## src/rtl/req_grant_client.sv

```systemverilog
// Requester side of the round-robin req/grant handshake: one burst engine per client,
// plus per-client starvation detection and a sticky protocol-violation flag.
module req_grant_client #(
    parameter int NUM_CLIENTS = 4,
    parameter int LEN_W       = 4,
    parameter int TIMEOUT     = 16
) (
    input  logic                         clk,
    input  logic                         rst,
    input  logic [NUM_CLIENTS-1:0]       cmd_valid,
    input  logic [NUM_CLIENTS*LEN_W-1:0] cmd_len,
    output logic [NUM_CLIENTS-1:0]       cmd_ready,
    output logic [NUM_CLIENTS-1:0]       req,
    input  logic [NUM_CLIENTS-1:0]       grant,
    output logic [NUM_CLIENTS-1:0]       beat,
    output logic [NUM_CLIENTS-1:0]       done,
    output logic [NUM_CLIENTS-1:0]       starve,
    output logic                         err
);

    localparam int WAIT_W = $clog2(TIMEOUT + 1);

    typedef enum logic [1:0] {IDLE, REQ, REL} state_e;

    state_e                 state_q  [NUM_CLIENTS];
    state_e                 state_d  [NUM_CLIENTS];
    logic [LEN_W-1:0]       len_q    [NUM_CLIENTS];
    logic [LEN_W-1:0]       len_d    [NUM_CLIENTS];
    logic [LEN_W-1:0]       cnt_q    [NUM_CLIENTS];
    logic [LEN_W-1:0]       cnt_d    [NUM_CLIENTS];
    logic [WAIT_W-1:0]      wait_q   [NUM_CLIENTS];
    logic [WAIT_W-1:0]      wait_d   [NUM_CLIENTS];
    logic [NUM_CLIENTS-1:0] starve_q;
    logic [NUM_CLIENTS-1:0] starve_d;
    logic                   err_q;
    logic                   err_d;
    logic                   multi_hot;

    function automatic logic [WAIT_W-1:0] sat_inc(input logic [WAIT_W-1:0] v);
        if (v >= WAIT_W'(TIMEOUT)) begin
            return WAIT_W'(TIMEOUT);
        end
        return v + WAIT_W'(1);
    endfunction

    // req/done/cmd_ready decode straight from registered state, so they are glitch-free
    for (genvar g = 0; g < NUM_CLIENTS; g++) begin : g_out
        assign req[g]       = (state_q[g] == REQ);
        assign cmd_ready[g] = (state_q[g] == IDLE);
        assign done[g]      = (state_q[g] == REL);
    end

    assign beat      = req & grant;
    assign starve    = starve_q;
    assign err       = err_q;
    assign multi_hot = |(grant & (grant - NUM_CLIENTS'(1)));

    always_comb begin
        err_d = err_q | (|(grant & ~req)) | multi_hot;
        for (int i = 0; i < NUM_CLIENTS; i++) begin
            state_d[i]  = state_q[i];
            len_d[i]    = len_q[i];
            cnt_d[i]    = cnt_q[i];
            wait_d[i]   = '0;
            starve_d[i] = 1'b0;
            case (state_q[i])
                IDLE: begin
                    if (cmd_valid[i]) begin
                        state_d[i] = REQ;
                        len_d[i]   = cmd_len[i*LEN_W +: LEN_W];
                        cnt_d[i]   = '0;
                    end
                end
                REQ: begin
                    if (beat[i]) begin
                        // completion on equality keeps cnt from ever wrapping
                        if (cnt_q[i] == len_q[i]) begin
                            state_d[i] = REL;
                        end else begin
                            cnt_d[i] = cnt_q[i] + LEN_W'(1);
                        end
                    end else begin
                        wait_d[i]   = sat_inc(wait_q[i]);
                        starve_d[i] = (wait_d[i] == WAIT_W'(TIMEOUT));
                    end
                end
                REL:     state_d[i] = IDLE;
                default: state_d[i] = IDLE;
            endcase
        end
    end

    always_ff @(posedge clk) begin
        if (rst) begin
            for (int i = 0; i < NUM_CLIENTS; i++) begin
                state_q[i] <= IDLE;
                cnt_q[i]   <= '0;
                wait_q[i]  <= '0;
            end
            starve_q <= '0;
            err_q    <= 1'b0;
        end else begin
            for (int i = 0; i < NUM_CLIENTS; i++) begin
                state_q[i] <= state_d[i];
                cnt_q[i]   <= cnt_d[i];
                wait_q[i]  <= wait_d[i];
            end
            starve_q <= starve_d;
            err_q    <= err_d;
        end
    end

    // burst length is pure data and is only consumed after an accept
    always_ff @(posedge clk) begin
        for (int i = 0; i < NUM_CLIENTS; i++) begin
            len_q[i] <= len_d[i];
        end
    end

endmodule

```

## config.mk

```make
export PLATFORM = sky130hd
export DESIGN_NAME = req_grant_client
export DESIGN_NICKNAME = d
export VERILOG_FILES = /design/src/rtl/req_grant_client.sv
export SDC_FILE = /design/constraint.sdc
export NUM_CORES = 1
export LEC_CHECK = 0
export ABC_AREA = 1
export BUFFER_PORTS_ARGS = -buffer_cell sky130_fd_sc_hd__buf_2
export CAP_MARGIN = 20
export CORE_MARGIN = 8
export CORE_UTILIZATION = 40
export CTS_CLUSTER_SIZE = 14
export DETAILED_ROUTE_END_ITERATION = 6
export SETUP_SLACK_MARGIN = 0.4
export SLEW_MARGIN = 20
export SYNTH_ARGS = -nofsm -noshare
export SYNTH_HDL_FRONTEND = slang
export SYNTH_SLANG_ARGS = --single-unit
```

## constraint.sdc

```tcl
create_clock -name clk -period 1.2 [get_ports clk]
set_input_delay 0.06 -clock clk [delete_from_list [all_inputs] [get_ports clk]]
set_output_delay 0.06 -clock clk [all_outputs]
set_load 0.05 [all_outputs]
```

==> reports/qor.csv, run 1 <==
stage,metric,value,unit
synth,Post-Synth Simple-Gate Area,0.295,
worst_hold_path,worst hold path type,input pin to flip-flop,
final_layout,Layout Utilization,0.648,
synth,mux contribution to synthesized area,0,
sta,worst clock skew,0.00667,ns
die,starting density of the core,0.402,
final_layout,Layout area overhead,61.0,%
job,MaxCap Viol Count,0,
grt,number of global-route vias before repair,2980,
die,DIE HEIGHT,106,um
worst_setup_path,"Buf+Inv Stages, Crit Path",1,
worst_setup_path,Reg2Reg Capture Point,cnt_q[3][3]$_SDFFE_PP0P_,
detailed_routing,DR WL/cell,12.3,um
worst_setup_path,R2R setup slack,-0.002,ns
worst_hold_path,Hold EP,state_q[2][1]$_SDFFE_PP0P_,
clock_network,clock latency on the worst-skew pair,0.34,ns
worst_setup_path,reg2reg path depth,8,
synth,post-synth top area share,0.303,
clock_network,CTS tree,yes,
synth,mean area per synthesized cell,7.66,um2
sta,max_slew headroom,0.740,
synth,part of the Yosys area used for sequential elements,0.451,
sta,RSZ-0062 raised after global routing,yes,
sta,minimum clock period,1.20,ns
sta,worst-margin pin slew,0.387,ns
sta,endpoints failing hold,0,
worst_setup_path,critical-path cell list,nand2_8 > nor2_4 > buf_8,
worst_setup_path,"Slowest-stage cell, CP",dfxtp_4,
synth,most common flop cell mapped by yosys,dfxtp_1,
power,P per Cell Area,1130,nW/um2
die,die area,11200,um2
run_status,outcome,"complete, but fails checks",
worst_setup_path,Worst Setup Path Type,flip-flop to output port,
grt,largest net degree at the start of global routing,12,
detailed_routing,DRC,0,
synth,Synth Area in Adders,0.0463,
clock_network,Worst-path clk slew,0.07,ns
sta,Final period util,1.00,
die,Rows,33,
sta,maximum clock frequency,832,MHz
placed_design,HPWL Detailed,5100,um
detailed_routing,DR pass1 iterations,4,
placed_design,port bufs,46,
detailed_routing,WL met3,359,um
placed_design,GPL Wtd Cong,0.806,
final_layout,Ant. Diodes,0,
synth,Post-Syn Nets,461,
synth,Area contributors post-synth,"dfxtp_1, edfxtp_1, nand2_1, inv_1, nor2_1",
detailed_routing,DR iter-0 viols,87,
die,Top Ports,47,
clock_network,# H-tree levels,3,
synth,post-synthesis cell area,3240,um2
worst_setup_path,CP Data Required Time,1.14,ns
synth,Yosys warnings,0,
worst_setup_path,critical path's largest stage delay,0.41,ns
final_layout,multi-input logic area,2010,um2
grt,initial antenna violation count,0,
detailed_routing,vias per std cell,4.63,
sta,setup ws final,-0.00213,ns
placed_design,Post-Place Worst Slack,0.0271,ns
worst_hold_path,hold_sp,cmd_valid[2],
sta,"Slew Viols, Final",0,
run_status,failing checks,setup timing,
detailed_routing,Max Used Layer,met4,
detailed_routing,wire length on met2,3890,um
synth,Yosys reg bits,65,
detailed_routing,antenna-violating nets left,0,
final_layout,layout cell share with drive strength beyond 1,0.543,
sta,worst hold slack,0.0496,ns
power,leakage power,2.20,nW
clock_network,clk sinks,65,
die,total core area,8050,um2
power,Worst VDD drop,0.845,mV
grt,total global routing overflow,0,
grt,all-layer global routing usage,0.145,
final_layout,fillers,646,
clock_network,total CTS buffers,9,
worst_setup_path,Worst path top cell family by delay,flip-flops,
worst_setup_path,Critical Path Sink Type,output port,
final_layout,fin area,5220,um2
grt,global-route wire length before repair,13500,um
detailed_routing,WL final,7850,um
worst_setup_path,crit path max fanout,4,
synth,async set or reset register ratio after synthesis,0,
placed_design,DP Area,3760,um2
detailed_routing,via count,2947,
synth,leading area contributor after synthesis,dfxtp_1,
worst_setup_path,Worst EP arrival,1.14,ns
synth,number of library cell types mapped by synthesis,32,
synth,Post-synth EDFFs,16,
worst_setup_path,Startpoint Class,flip-flop,
synth,Syn Inst Count,423,
final_layout,Register Area,1550,um2
clock_network,clk buf depth,2,
worst_setup_path,RR Startpoint,len_q[3][3]$_DFFE_PP_,
worst_hold_path,hold path depth,3,
detailed_routing,Metal-1 WL,3450,um
final_layout,final net count,565,
synth,xor-xnor portion of the synthesized cell area,0.0135,
sta,final-report setup violation count,1,
synth,Synth Area in Compound Gates,0.0873,
synth,largest family of logic cells by synthesized area,simple AND/OR/NAND/NOR gates,
die,die width,106,um
clock_network,root buf cell,clkbuf_8,
[layout by cell type (no fill, tap or decap), types with 16 or more instances in the layout]
| master | Yosys | layout |
|---|---|---|
| nand2_1 | 102 | 80 |
| inv_1 | 69 | 44 |
| buf_4 | 7 | 28 |
| buf_2 | 1 | 25 |
| nor2_1 | 44 | 21 |
| dfxtp_2 | 0 | 20 |
| buf_8 | 0 | 20 |
| inv_2 | 6 | 19 |
| nand2_2 | 9 | 18 |
| dfxtp_4 | 0 | 17 |
| nor2_4 | 0 | 16 |
| dlygate4sd3_1 | 0 | 16 |
| edfxtp_1 | 16 | 16 |
[timing repair]
item | in CTS | in global routing
gates resized for setup | 152 | 77
setup endpoints to repair | 86 | 86
buffers inserted | 29 | 6
hold endpoints to repair | 16 | 0
hold buffers | 16 | 0
pin swaps | 44 | 24
[state kept, by name, indices dropped and copies added, names as in the netlist]
signal	count
cnt_q	16
len_q	16
starve	4
err	1
state_q	8
wait_q	20
[worst register-to-register path, delay by kind of cell, from the launching register on]
| kind | cells | cell delay (ns) |
|---|---|---|
| AND/OR/NAND/NOR | 8 | 0.69 |
| flip-flops | 1 | 0.40 |
[kinds of logic after synthesis]
logic type | count (synthesis)
fa+ha+maj | 12
simple gates | 211
compound gates | 45
flops | 65
xor+xnor | 5
buf+inv | 85
[layer usage]
metal / global-route usage / up-vias
met1: 0.167 / 1342
li1: - / 1543
met5: 0 / -
met2: 0.241 / 46
met4: 0.0533 / 0
met3: 0.0508 / 16
[area by class of cell]
cell class                 count  area share
inverter                      76      0.0643
multi-input combinational    273       0.385
clock inverter                 5      0.0192
sequential                    65       0.297
clock buffer                  11      0.0292
tap                          105      0.0252
timing repair buffer         102       0.181
[stage by stage]
| step | total power, mW | cells | TNS [ns] |
|---|---|---|---|
| floorplan | 3.05 | 423 | -0.0813 |
| global placement | 3.20 | 570 | 0 |
| detailed placement | 3.21 | 570 | 0 |
| CTS | 5.86 | 631 | 0 |
| global route | 6.16 | 637 | -1.27 |
| finish | 5.91 | 637 | -0.00213 |
[worst max-delay path by stage]
stage,from,cells past startpoint,slack [ns],to
2_1_floorplan,state_q[0][1]$_SDFFE_PP0P_,8,-0.02,cnt_q[0][3]$_SDFFE_PP0P_
3_3_place_gp,wait_q[1][0]$_SDFF_PP0_,5,0.05,starve[1]$_SDFF_PP0_
3_5_place_dp,wait_q[1][0]$_SDFF_PP0_,5,0.03,starve[1]$_SDFF_PP0_
4_1_cts,wait_q[1][0]$_SDFF_PP0_,5,0.004,starve[1]$_SDFF_PP0_
5_1_grt,len_q[3][3]$_DFFE_PP_,9,-0.09,cnt_q[3][3]$_SDFFE_PP0P_
6_report,state_q[1][0]$_SDFFE_PP0P_,3,-0.002,beat[1]
[cells in the mapped netlist (3+ instances only)]
| library cell | instances |
|---|---|
| o21ai_0 | 12 |
| nand4_1 | 4 |
| nand2_1 | 102 |
| nor2_2 | 6 |
| inv_1 | 69 |
| nor2_1 | 44 |
| dfxtp_1 | 49 |
| inv_2 | 6 |
| o22ai_1 | 3 |
| nor4_1 | 3 |
| edfxtp_1 | 16 |
| a21oi_2 | 7 |
| nor3_1 | 17 |
| nand2_4 | 4 |
| buf_4 | 7 |
| ha_1 | 12 |
| xnor2_1 | 5 |
| a21oi_1 | 14 |
| nand2_2 | 9 |
| nand3_1 | 17 |
[report_power, final]
| part | total, mW | switching, mW | leakage [nW] | internal (mW) |
|---|---|---|---|---|
| combinational | 1.14 | 0.650 | 1.50 | 0.494 |
| clock | 2.35 | 0.851 | 0.128 | 1.50 |
| sequential | 2.42 | 0.0937 | 0.572 | 2.32 |
Note: power is estimated with default switching activity, not from simulation.
==> run 2: changes to the inputs <==
Settings changed: BUFFER_PORTS_ARGS -buffer_cell sky130_fd_sc_hd__buf_2 to not set, CORE_UTILIZATION 40 to 45, CTS_BUF_LIST set to sky130_fd_sc_hd__clkbuf_4 sky130_fd_sc_hd__clkbuf_8, DONT_BUFFER_PORTS set to 1.
==> reports/qor.csv, run 2 (synthesis gave the netlist of run 1 again) <==
stage,metric,value,unit
run_status,outcome,"complete, but fails checks",
run_status,failing checks,"hold timing, setup timing",
grt,number of global-route vias before repair,2922,
worst_setup_path,Worst EP arrival,1.49,ns
power,Worst VDD drop,0.674,mV
clock_network,CTS tree,yes,
placed_design,port bufs,0,
final_layout,final net count,545,
sta,final-report setup violation count,15,
clock_network,Worst-path clk slew,0.07,ns
sta,endpoints failing hold,30,
detailed_routing,DRC,0,
final_layout,fillers,529,
final_layout,most frequent cells in the layout,"nand2_1, inv_1, buf_4",
final_layout,Layout area overhead,60.6,%
detailed_routing,via count,2933,
sta,worst clock skew,0.00957,ns
detailed_routing,antenna-violating nets left,0,
clock_network,root buf cell,clkbuf_8,
placed_design,placed insts,530,
sta,max_slew headroom,0.684,
die,DIE HEIGHT,101,um
detailed_routing,DR pass1 iterations,4,
die,die width,101,um
final_layout,final std cells w/o fill,611,
detailed_routing,vias per std cell,4.80,
sta,worst-margin pin slew,0.471,ns
final_layout,Top Registers,"wait_q x20, cnt_q x16, len_q x16",
die,Top Ports,47,
detailed_routing,Metal-1 WL,3440,um
detailed_routing,WL met3,394,um
detailed_routing,Max Used Layer,met4,
worst_setup_path,critical path startpoint,grant[3],
sta,"Slew Viols, Final",0,
placed_design,GPL Wtd Cong,0.807,
clock_network,# H-tree levels,3,
die,total core area,7100,um2
placed_design,Post-Place Worst Slack,0.0203,ns
final_layout,fin area,5200,um2
detailed_routing,wire length on met2,4290,um
sta,minimum clock period,1.26,ns
sta,RSZ-0062 raised after global routing,yes,
worst_setup_path,RR Startpoint,len_q[1][1]$_DFFE_PP_,
detailed_routing,DR WL/cell,13.4,um
grt,all-layer global routing usage,0.165,
worst_setup_path,Worst Setup Path Type,input pin to flip-flop,
grt,initial antenna violation count,0,
placed_design,DP Area,3620,um2
die,Rows,31,
final_layout,max FFs per register,20,
grt,largest net degree at the start of global routing,22,
sta,setup ws final,-0.0584,ns
final_layout,Top reg by flops,wait_q,
sta,setup_tns,-0.441,ns
die,starting density of the core,0.457,
worst_setup_path,Critical Path Sink Type,flip-flop,
power,P per Cell Area,1060,nW/um2
die,die area,10200,um2
worst_setup_path,CP Data Required Time,1.43,ns
clock_network,clk sinks,65,
worst_setup_path,Startpoint Class,input pin,
grt,total global routing overflow,0,
sta,maximum clock frequency,795,MHz
detailed_routing,DR iter-0 viols,113,
worst_setup_path,crit path max fanout,5,
detailed_routing,WL final,8200,um
worst_hold_path,worst hold path type,input pin to flip-flop,
power,leakage power,2.12,nW
final_layout,Ant. Diodes,0,
final_layout,layout cell share with drive strength beyond 1,0.555,
grt,global-route wire length before repair,13400,um
job,MaxCap Viol Count,0,
clock_network,clk buf depth,2,
clock_network,clock latency on the worst-skew pair,0.34,ns
worst_hold_path,hold_sp,rst,
placed_design,HPWL Detailed,4920,um
final_layout,"commonest non-fill, non-tap cell in the layout",nand2_1,
clock_network,total CTS buffers,9,
sta,worst hold slack,-0.226,ns
sta,Final period util,1.05,
[run 2: cell count changes in the layout (fill, tap and decap cells not counted), sizes merged]
cell,delta
clkinv,-1
clkinvlp,+2
bufinv,-2
dlygate4sd3,+7
buf,-27
clkbuf,+1
[run 2: layout make-up]
class                   count  area, um2  area share
well taps                  99        124      0.0238
repair buffers             82        848       0.163
flip-flops and latches     65       1570       0.301
clock inverters             4       50.0     0.00962
multi-input cells         273       2110       0.405
clock buffers              12        165      0.0317
inverters                  76        343      0.0659
[run 2: metrics by stage]
| step | util | power [mW] |
|---|---|---|
| CTS | 0.668 | 5.43 |
| finish | 0.733 | 5.54 |
| global route | 0.733 | 5.80 |
| global placement | 0.510 | 3.16 |
| detailed placement | 0.510 | 3.17 |
| floorplan | - | 3.05 |
[run 2: path summary, 6_finish.rpt]
check / to / slack (ns) / depth (start not counted)
worst max register to register: cnt_q[1][1]$_SDFFE_PP0P_ / -0.05 / 7
worst min register to register: wait_q[2][0]$_SDFF_PP0_ / 0.45 / 1
worst max-delay path: cnt_q[3][3]$_SDFFE_PP0P_ / -0.06 / 9
worst min-delay path: cnt_q[2][3]$_SDFFE_PP0P_ / -0.23 / 1
[run 2: power by group]
part | switching (mW) | total (mW) | internal, mW | leakage [nW]
logic | 0.658 | 1.16 | 0.499 | 1.44
registers | 0.0992 | 2.41 | 2.31 | 0.574
clock network | 0.847 | 1.97 | 1.13 | 0.105
[run 2: critical path, cell delays in order]
cell	delay (ns)
dlygate4sd3_1	0.69
inv_1	0.14
nor2_4	0.15
buf_4	0.13
nand2_4	0.07
nand2_4	0.11
nand2_2	0.05
nand2_1	0.06
nor2_1	0.03
[run 2: metal layers]
layer,vias up,GRT usage
met5,-,0
met4,0,0.0512
met3,8,0.0601
met2,44,0.290
met1,1374,0.180
li1,1507,-
[run 2: repair_timing]
item	4_1_cts	5_1_grt
buffers inserted	24	18
endpoints found under the hold margin	71	36
setup endpoints to repair	86	86
gates cloned	0	0
resized for setup	147	84
pin swaps	42	48
hold buffers	22	1
